==> config.mk <==
export PLATFORM = sky130hd
export DESIGN_NAME = adpll_loop_sequencer
export DESIGN_NICKNAME = d
export VERILOG_FILES = /design/src/rtl/adpll_loop_sequencer.sv
export SDC_FILE = /design/constraint.sdc
export NUM_CORES = 1
export LEC_CHECK = 0
export BUFFER_PORTS_ARGS = -buffer_cell sky130_fd_sc_hd__clkbuf_2
export CAP_MARGIN = 40
export CORE_MARGIN = 2
export CORE_UTILIZATION = 55
export CTS_BUF_LIST = sky130_fd_sc_hd__clkbuf_4 sky130_fd_sc_hd__clkbuf_8
export CTS_CLUSTER_SIZE = 16
export DETAILED_ROUTE_END_ITERATION = 16
export PLACE_DENSITY_LB_ADDON = 0.1
export SKIP_CTS_REPAIR_TIMING = 1
export SLEW_MARGIN = 20
export SYNTH_ARGS = -nofsm -noshare
export SYNTH_HDL_FRONTEND = slang
export SYNTH_SLANG_ARGS = --single-unit
==> constraint.sdc <==
create_clock -name fpga_clk_i -period 3.6 [get_ports fpga_clk_i]
set_clock_uncertainty 0.1 [all_clocks]
set_input_delay 0.36 -clock fpga_clk_i [delete_from_list [all_inputs] [get_ports fpga_clk_i]]
set_output_delay 0.36 -clock fpga_clk_i [all_outputs]
set_load 0.1 [all_outputs]
==> src/rtl/adpll_loop_sequencer.sv <==
// rtl/adpll_loop_sequencer.sv - ADPLL phase counter and multi-cycle PI loop filter driving the DCO control word
module adpll_loop_sequencer #(
  parameter int                ERR_W      = 16,
  parameter int                CTRL_W     = 16,
  parameter logic [CTRL_W-1:0] CTRL_INIT  = 16'h8000,
  parameter int                KP_SHIFT   = 2,
  parameter int                KI_SHIFT   = 4,
  parameter int                LOCK_TOL   = 4,
  parameter int                LOCK_COUNT = 8
) (
  input  logic              fpga_clk_i,
  input  logic              reset_i,
  input  logic              enable_i,
  input  logic              lead_i,
  input  logic              save_and_clear_i,
  output logic [CTRL_W-1:0] ctrl_o,
  output logic              ctrl_valid_o,
  output logic              locked_o,
  output logic              busy_o,
  output logic              sat_o,
  output logic              missed_o
);

  localparam int IW     = CTRL_W + 2;
  localparam int LCNT_W = $clog2(LOCK_COUNT + 1);

  localparam logic [ERR_W-1:0]        CNT_MAX   = {1'b0, {(ERR_W-1){1'b1}}};
  localparam logic signed [IW-1:0]    INTEG_MAX = (IW'(1) <<< (CTRL_W-1)) - IW'(1);
  localparam logic signed [IW-1:0]    INTEG_MIN = -(IW'(1) <<< (CTRL_W-1));
  localparam logic signed [IW-1:0]    CTRL_MAX  = $signed({2'b00, {CTRL_W{1'b1}}});
  localparam logic signed [ERR_W-1:0] TOL_HI    = ERR_W'(LOCK_TOL);
  localparam logic signed [ERR_W-1:0] TOL_LO    = -TOL_HI;
  localparam logic [LCNT_W-1:0]       LCNT_MAX  = LCNT_W'(LOCK_COUNT);

  typedef enum logic [2:0] {IDLE, PROP, INTEG, SUM, UPDATE} state_t;

  state_t                    state_q, state_d;
  logic [ERR_W-1:0]          cnt_q, cnt_d;
  logic signed [ERR_W-1:0]   err_q, err_d;
  logic signed [ERR_W-1:0]   p_q, p_d;
  logic signed [CTRL_W:0]    integ_q, integ_d;
  logic [CTRL_W-1:0]         ctrl_q, ctrl_d;
  logic                      valid_q, valid_d;
  logic                      sat_q, sat_d;
  logic                      locked_q, locked_d;
  logic                      busy_q, busy_d;
  logic                      missed_q, missed_d;
  logic [LCNT_W-1:0]         lcnt_q, lcnt_d;

  logic signed [IW-1:0]      integ_sum;
  logic signed [IW-1:0]      sum_full;
  logic                      in_tol;

  always_comb begin
    state_d   = state_q;
    cnt_d     = cnt_q;
    err_d     = err_q;
    p_d       = p_q;
    integ_d   = integ_q;
    ctrl_d    = ctrl_q;
    valid_d   = 1'b0;
    sat_d     = 1'b0;
    locked_d  = locked_q;
    lcnt_d    = lcnt_q;
    missed_d  = save_and_clear_i && (state_q != IDLE);
    integ_sum = IW'(integ_q) + IW'(err_q >>> KI_SHIFT);
    sum_full  = $signed({2'b00, CTRL_INIT}) + IW'(integ_q) + IW'(p_q);
    in_tol    = (err_q <= TOL_HI) && (err_q >= TOL_LO);

    if (enable_i && (cnt_q != CNT_MAX)) begin
      cnt_d = cnt_q + ERR_W'(1);
    end

    case (state_q)
      IDLE: begin
        // Capture the pre-increment count; the clear wins over a same-cycle enable
        if (save_and_clear_i) begin
          err_d   = lead_i ? $signed(cnt_q) : -$signed(cnt_q);
          cnt_d   = '0;
          state_d = PROP;
        end
      end
      PROP: begin
        p_d     = err_q >>> KP_SHIFT;
        state_d = INTEG;
      end
      INTEG: begin
        if (integ_sum > INTEG_MAX) begin
          integ_d = INTEG_MAX[CTRL_W:0];
        end else if (integ_sum < INTEG_MIN) begin
          integ_d = INTEG_MIN[CTRL_W:0];
        end else begin
          integ_d = integ_sum[CTRL_W:0];
        end
        state_d = SUM;
      end
      SUM: begin
        // Results are registered here so they are visible during the UPDATE cycle
        valid_d = 1'b1;
        if (sum_full[IW-1]) begin
          ctrl_d = '0;
          sat_d  = 1'b1;
        end else if (sum_full > CTRL_MAX) begin
          ctrl_d = '1;
          sat_d  = 1'b1;
        end else begin
          ctrl_d = sum_full[CTRL_W-1:0];
        end
        if (in_tol) begin
          if (lcnt_q != LCNT_MAX) begin
            lcnt_d = lcnt_q + LCNT_W'(1);
          end
          locked_d = (lcnt_d == LCNT_MAX);
        end else begin
          lcnt_d   = '0;
          locked_d = 1'b0;
        end
        state_d = UPDATE;
      end
      UPDATE: begin
        state_d = IDLE;
      end
      default: begin
        state_d = IDLE;
      end
    endcase

    busy_d = (state_d != IDLE);
  end

  always_ff @(posedge fpga_clk_i) begin
    if (reset_i) begin
      state_q  <= IDLE;
      cnt_q    <= '0;
      err_q    <= '0;
      p_q      <= '0;
      integ_q  <= '0;
      ctrl_q   <= CTRL_INIT;
      valid_q  <= 1'b0;
      sat_q    <= 1'b0;
      locked_q <= 1'b0;
      busy_q   <= 1'b0;
      missed_q <= 1'b0;
      lcnt_q   <= '0;
    end else begin
      state_q  <= state_d;
      cnt_q    <= cnt_d;
      err_q    <= err_d;
      p_q      <= p_d;
      integ_q  <= integ_d;
      ctrl_q   <= ctrl_d;
      valid_q  <= valid_d;
      sat_q    <= sat_d;
      locked_q <= locked_d;
      busy_q   <= busy_d;
      missed_q <= missed_d;
      lcnt_q   <= lcnt_d;
    end
  end

  assign ctrl_o       = ctrl_q;
  assign ctrl_valid_o = valid_q;
  assign locked_o     = locked_q;
  assign busy_o       = busy_q;
  assign sat_o        = sat_q;
  assign missed_o     = missed_q;

endmodule

======== Word-level counts from Yosys, hierarchy flattened ========
Index checks and enable logic that the tools add are counted.
operators by class
  divide/modulo/power cells ............... 0
  shifts and indexed selects .............. 0
  order comparisons ....................... 5
  reductions and logical operators ........ 8
  $add $sub $neg .......................... 6
  multiply operators ...................... 0
  eq/ne operators ......................... 6
  bitwise logic cells ..................... 1
  mux-type cells .......................... 18
operators with widths
  kind                    count
  $mux 16                 6
  $mux 17                 2
  $add 17x12->18          1
  $add 17x17->18 const A  1
  $add 18x14->18          1
  $gt 18x16->1 const B    1
  $gt 18x17->1 const B    1
  $lt 18x16->1 const B    1
  $add 16x1->16 const B   1
  $ge 16x3->1 const B     1
  $le 16x4->1 const B     1
  $mux 4                  4
  $ne 16x15->1 const B    1
  $neg 16->16             1
  $pmux 3 s4              1
  $eq 3x2->1 const B      2
  $reduce_bool 3->1       2
  $add 4x1->4 const B     1
  $eq 4x4->1 const B      1
  $mux 1                  4
  $ne 4x4->1 const B      1
  $eq 3x1->1 const B      1
  $logic_and 1x1->1       3
  $logic_not 3->1         1
  4 further kinds         4
storage, ports and cells
  bits in latches ......................... 0
  output and inout bits ................... 21
  flip-flop bits (word level) ............. 91
  RAM bits ................................ 0
  memories ................................ 0
  bits of input ports ..................... 5
  ROM bits ................................ 0

======== Longest topological paths before layout ========
  depth after elaboration ................. 6
  mapped depth ............................ 13

======== Least setup slack after synthesis ========
Ideal clock, no wire load.
  kind .................................... flip-flop to flip-flop
  from .................................... register integ_q[1]
  to ...................................... register ctrl_q[10], in the netlist ctrl_o[10]
  period minus slack after synthesis ...... 3132 ps
  buffers on the path ..................... 1
  path slack .............................. 468 ps
  stages on the path, launching flop included .. 14
  arrival ................................. 2904 ps
  cell sequence ........................... dfxtp_1 ha_1 ha_1 inv_1 fa_1 nand2b_1 a21oi_1 o21ai_0 o41ai_2 a221oi_1 xnor2_1 nand2_1 clkbuf_1 o21ai_0
between the ends
  cells in the longest elaborated chain, start to end .. 5
RTL lines
  element                 line  text
  from (decl)             41    logic signed [CTRL_W:0] integ_q, integ_d;
  from (signal assigned)  150   integ_q <= integ_d;
  $add 17x17->18 *        67    sum_full = $signed({2'b00, CTRL_INIT}) + IW'(integ_q) + IW'(p_q);
  $add 18x14->18 *        67
  $gt 18x17->1            103   end else if (sum_full > CTRL_MAX) begin
  $mux 16                 103
  $mux 16 *               100   if (sum_full[IW-1]) begin
  to (signal assigned)    151   ctrl_q <= ctrl_d;
  to (decl)               42    logic [CTRL_W-1:0] ctrl_q, ctrl_d;
Every way passes the cells marked *; elsewhere a longest branch is shown, timed or not.
A chain may end at the register's enable or synchronous reset.

======== Worst setup path in the final report ========
  from .................................... register err_q[4]
  to ...................................... register integ_q[0]
between the ends
  cells in the longest elaborated chain, start to end .. 4
  elaborated cells on any way between the ends .. 5
  those cells by class .................... add/sub (1); order compare (2); mux (2)
RTL lines
  element                 line  text
  from (decl)             39    logic signed [ERR_W-1:0] err_q, err_d;
  from (signal assigned)  148   err_q <= err_d;
  $add 17x12->18 *        66    integ_sum = IW'(integ_q) + IW'(err_q >>> KI_SHIFT);
  $lt 18x16->1            90    end else if (integ_sum < INTEG_MIN) begin
  $mux 17                 90
  $mux 17 *               88    if (integ_sum > INTEG_MAX) begin
Marks and branches as above.

==> impl_metrics.py <==
metrics = {
    "timing": {
        "fmax_ghz": 0.301,
        "min_period_over_period_pct": 92.4,
        "setup_viol": 0,
        "finalHoldViolCount": 0,
        "drv_slew": 0,
        "hold_ws_ns": 0.173,
        "fin_crit_ns": 3.33,
        "relSlewSlack_pct": 44.0,
        "tns_ns": 0,
        "rsz0062_at_grt": "no",
        "tightest_slew_ns": 0.829,
    },
    "routing": {
        "dr.pass1.iters": 4,
        "viasPerCell": 5.66,
        "drc": 0,
        "drtIter0Drc": 218,
        "antenna_left": 0,
        "vias": 4650,
        "wirelength_mm": 11.9,
        "drt-wirelength-per-cell_um": 14.5,
    },
    "clocking": {
        "clock_latency_ns": 0.36,
        "cts_made_buffers": 9,
        "cts.clk_slew.worst_paths_ns": 0.09,
        "clockRootBuffer": "clkbuf_8",
        "cts_buffer_depth": 2,
        "cts-htree-levels": 3,
        "clkSinkCount": 91,
        "cts_tree": "built",
    },
    "die": {
        "pin_count": 26,
        "core_um2": 9730,
        "initial_core_util_pct": 56.5,
        "chipHeight_um": 104,
        "rows": 36,
        "chipWidth_um": 104,
        "die_area_um2": 10800,
    },
    "pwr": {
        "cellPowerDensity_nw_per_um2": 404,
        "p_sw_share_pct": 30.6,
        "switchingPower_mw": 0.739,
        "ir_drop_mv": 0.260,
        "clock_power_share_pct": 31.1,
        "internal_power_mw": 1.68,
        "finalPower_mw": 2.42,
        "leakage_nw": 2.55,
        "power.share.sequential_pct": 46.4,
        "pwr-share-comb_pct": 22.5,
    },
    "logic_synthesis": {
        "synth.distinct_cells": 59,
        "synth-main-ff-cell": "dfxtp_1",
        "netlist_top_cells_area": "dfxtp_1, ha_1, xnor2_1",
        "synth_cells": 664,
        "synth_top_family_by_area": "compound AO/OA/AOI/OAI gates",
        "synthAdderAreaFrac_pct": 13.0,
        "yosys.area_share.simple_pct": 20.3,
        "yosysTopAreaCell": "dfxtp_1",
        "ys_warn_count": 0,
        "seq_area_frac_synth_pct": 33.1,
        "syn_nets": 725,
        "ys_ff_latch": 91,
        "synthTopCellsByCount": "dfxtp_1, nand2_1, nor2_1",
        "synth_compound_area_share_pct": 21.5,
        "synth_most_common_cell": "dfxtp_1",
        "yosys.area.top_type_share_pct": 33.1,
        "postSynth.asyncResetShare_pct": 0,
        "synth_enable_flop_cells": 0,
        "synth-xor-area-share_pct": 8.12,
        "syn-cell-area_um2": 5500,
        "synth_mux_area_share_pct": 0.364,
        "synth.avg_cell_area_um2": 8.29,
    },
    "worst_setup_path": {
        "critPathCaptureType": "flop",
        "crit_arrival_ns": 3.48,
        "critPathKind": "flop to flop",
        "slowest_delay_ns": 0.47,
        "rr_startpoint": "err_q[4]",
        "start_kind": "flop",
        "ff2ff_path_depth": 11,
        "crit_fanout": 13,
        "path_cells": "ha_1 -> fa_1 -> and4_1 -> a2111oi_2 -> o21ai_2 -> a31oi_4 -> xnor2_1 -> o211ai_1 -> a211oi_1 -> buf_4 -> a221o_1",
        "cp_slowest_cell": "a2111oi_2",
        "r2r_end": "integ_q[0]",
        "required_ns": 3.75,
        "r2r_setup_slack_ns": 0.27,
    },
    "worst_hold_path": {
        "min_from": "save_and_clear_i",
        "whs_endpoint": "missed_o",
        "holdCritPathClass": "primary input to flop",
        "hold_depth": 2,
    },
    "cells_and_area": {
        "fin_util_pct": 61.5,
        "fin_nets": 745,
        "drive_gt1_share_pct": 9.74,
        "area_delta_synth_final_pct": 8.80,
        "diodes": 0,
    },
    "placement": {
        "dpl.hpwl_mm": 9.35,
        "place.gp.congestion": 0.894,
        "port_buffers": 25,
    },
    "grt": {
        "gr-total-overflow": 0,
        "antenna_found_initial": 0,
        "grt_first_pass_wirelength_mm": 20.6,
        "first_global_vias": 4382,
        "grt_max_degree": 36,
        "grt_usage_pct": 23.0,
    },
    "flow_run": {
        "max-cap-violations": 0,
    },
    "run_status": {
        "status": "completed",
    },
}
==> placed cells by master (no fill, tap or decap), drive strengths merged, types with 4 or more instances in the layout <==
master,synthesis,routed
a211oi,11,11
a21boi,5,5
a21o,13,13
a21oi,58,58
a221o,13,13
a31oi,4,4
and3,4,4
buf,2,12
clkbuf,26,35
dfxtp,91,91
ha,54,54
inv,20,20
nand2,77,77
nand2b,10,10
nand3,13,13
nand4,5,5
nor2,75,75
nor2b,7,7
nor3,13,13
nor3b,6,6
nor4,6,6
o21a,5,5
o21ai,41,41
or3,6,6
xnor2,36,36
xor2,15,15
==> stage by stage <==
stage	cells	area (um2)	setup slack (ns)
4_1_cts	819	5960	0.271
3_5_place_dp	804	5750	0.290
3_3_place_gp	804	5750	0.408
2_1_floorplan	664	5500	0.468
6_report	821	5990	0.274
5_1_grt	821	5990	0.00153
==> metal layers <==
metal	up-vias	track usage, %	routed length [um]
met1	2148	30.6	5740
li1	2406	-	-
met3	14	4.01	478
met2	82	38.7	5590
met4	0	6.08	119
met5	-	0	0
==> worst max path at each step <==
stage	from	slack, ns	endpoint
finish	err_q[4]	0.27	integ_q[0]
global route	integ_q[1]	0.002	ctrl_o[2]
CTS	integ_q[1]	0.27	ctrl_o[12]
detailed placement	integ_q[1]	0.29	ctrl_o[12]
global placement	err_q[4]	0.41	integ_q[1]
floorplan	integ_q[1]	0.47	ctrl_o[10]
==> registers in the layout (all words and copies together), names as in the netlist <==
signal / cells
busy_o: 1
cnt_q: 16
ctrl_o: 16
ctrl_valid_o: 1
err_q: 16
integ_q: 17
lcnt_q: 4
locked_o: 1
missed_o: 1
p_q: 14
sat_o: 1
state_q: 3
==> power groups by stage <==
stage / sequential (mW) / clock, mW / combinational, mW
2_1_floorplan: 1.16 / 0 / 0.396
3_3_place_gp: 1.14 / 0 / 0.530
3_5_place_dp: 1.14 / 0 / 0.535
4_1_cts: 1.12 / 0.767 / 0.540
5_1_grt: 1.13 / 0.812 / 0.613
6_report: 1.12 / 0.752 / 0.545
==> worst max-delay path: cells and delay by family, from the launching register on <==
family / cells / cell delay (ns)
compound gates: 6 / 1.54
xor+xnor: 1 / 0.10
fa+ha+maj: 2 / 0.66
buf+inv: 1 / 0.23
flops: 1 / 0.36
simple gates: 1 / 0.22
==> layout make-up <==
| type | instances | area [um2] |
|---|---|---|
| clock inverter | 5 | 77.6 |
| timing repair buffer | 37 | 223 |
| fill | 904 | 3740 |
| inverter | 20 | 75.1 |
| tap | 133 | 166 |
| sequential | 91 | 1820 |
| clock buffer | 10 | 138 |
| multi-input combinational | 525 | 3480 |
==> logic make-up after synthesis <==
| group | after synthesis |
|---|---|
| compound gates | 178 |
| xor+xnor | 51 |
| fa+ha+maj | 56 |
| buf+inv | 48 |
| flops | 91 |
| mux | 2 |
| simple gates | 238 |
(Power assumes the default switching activity.)
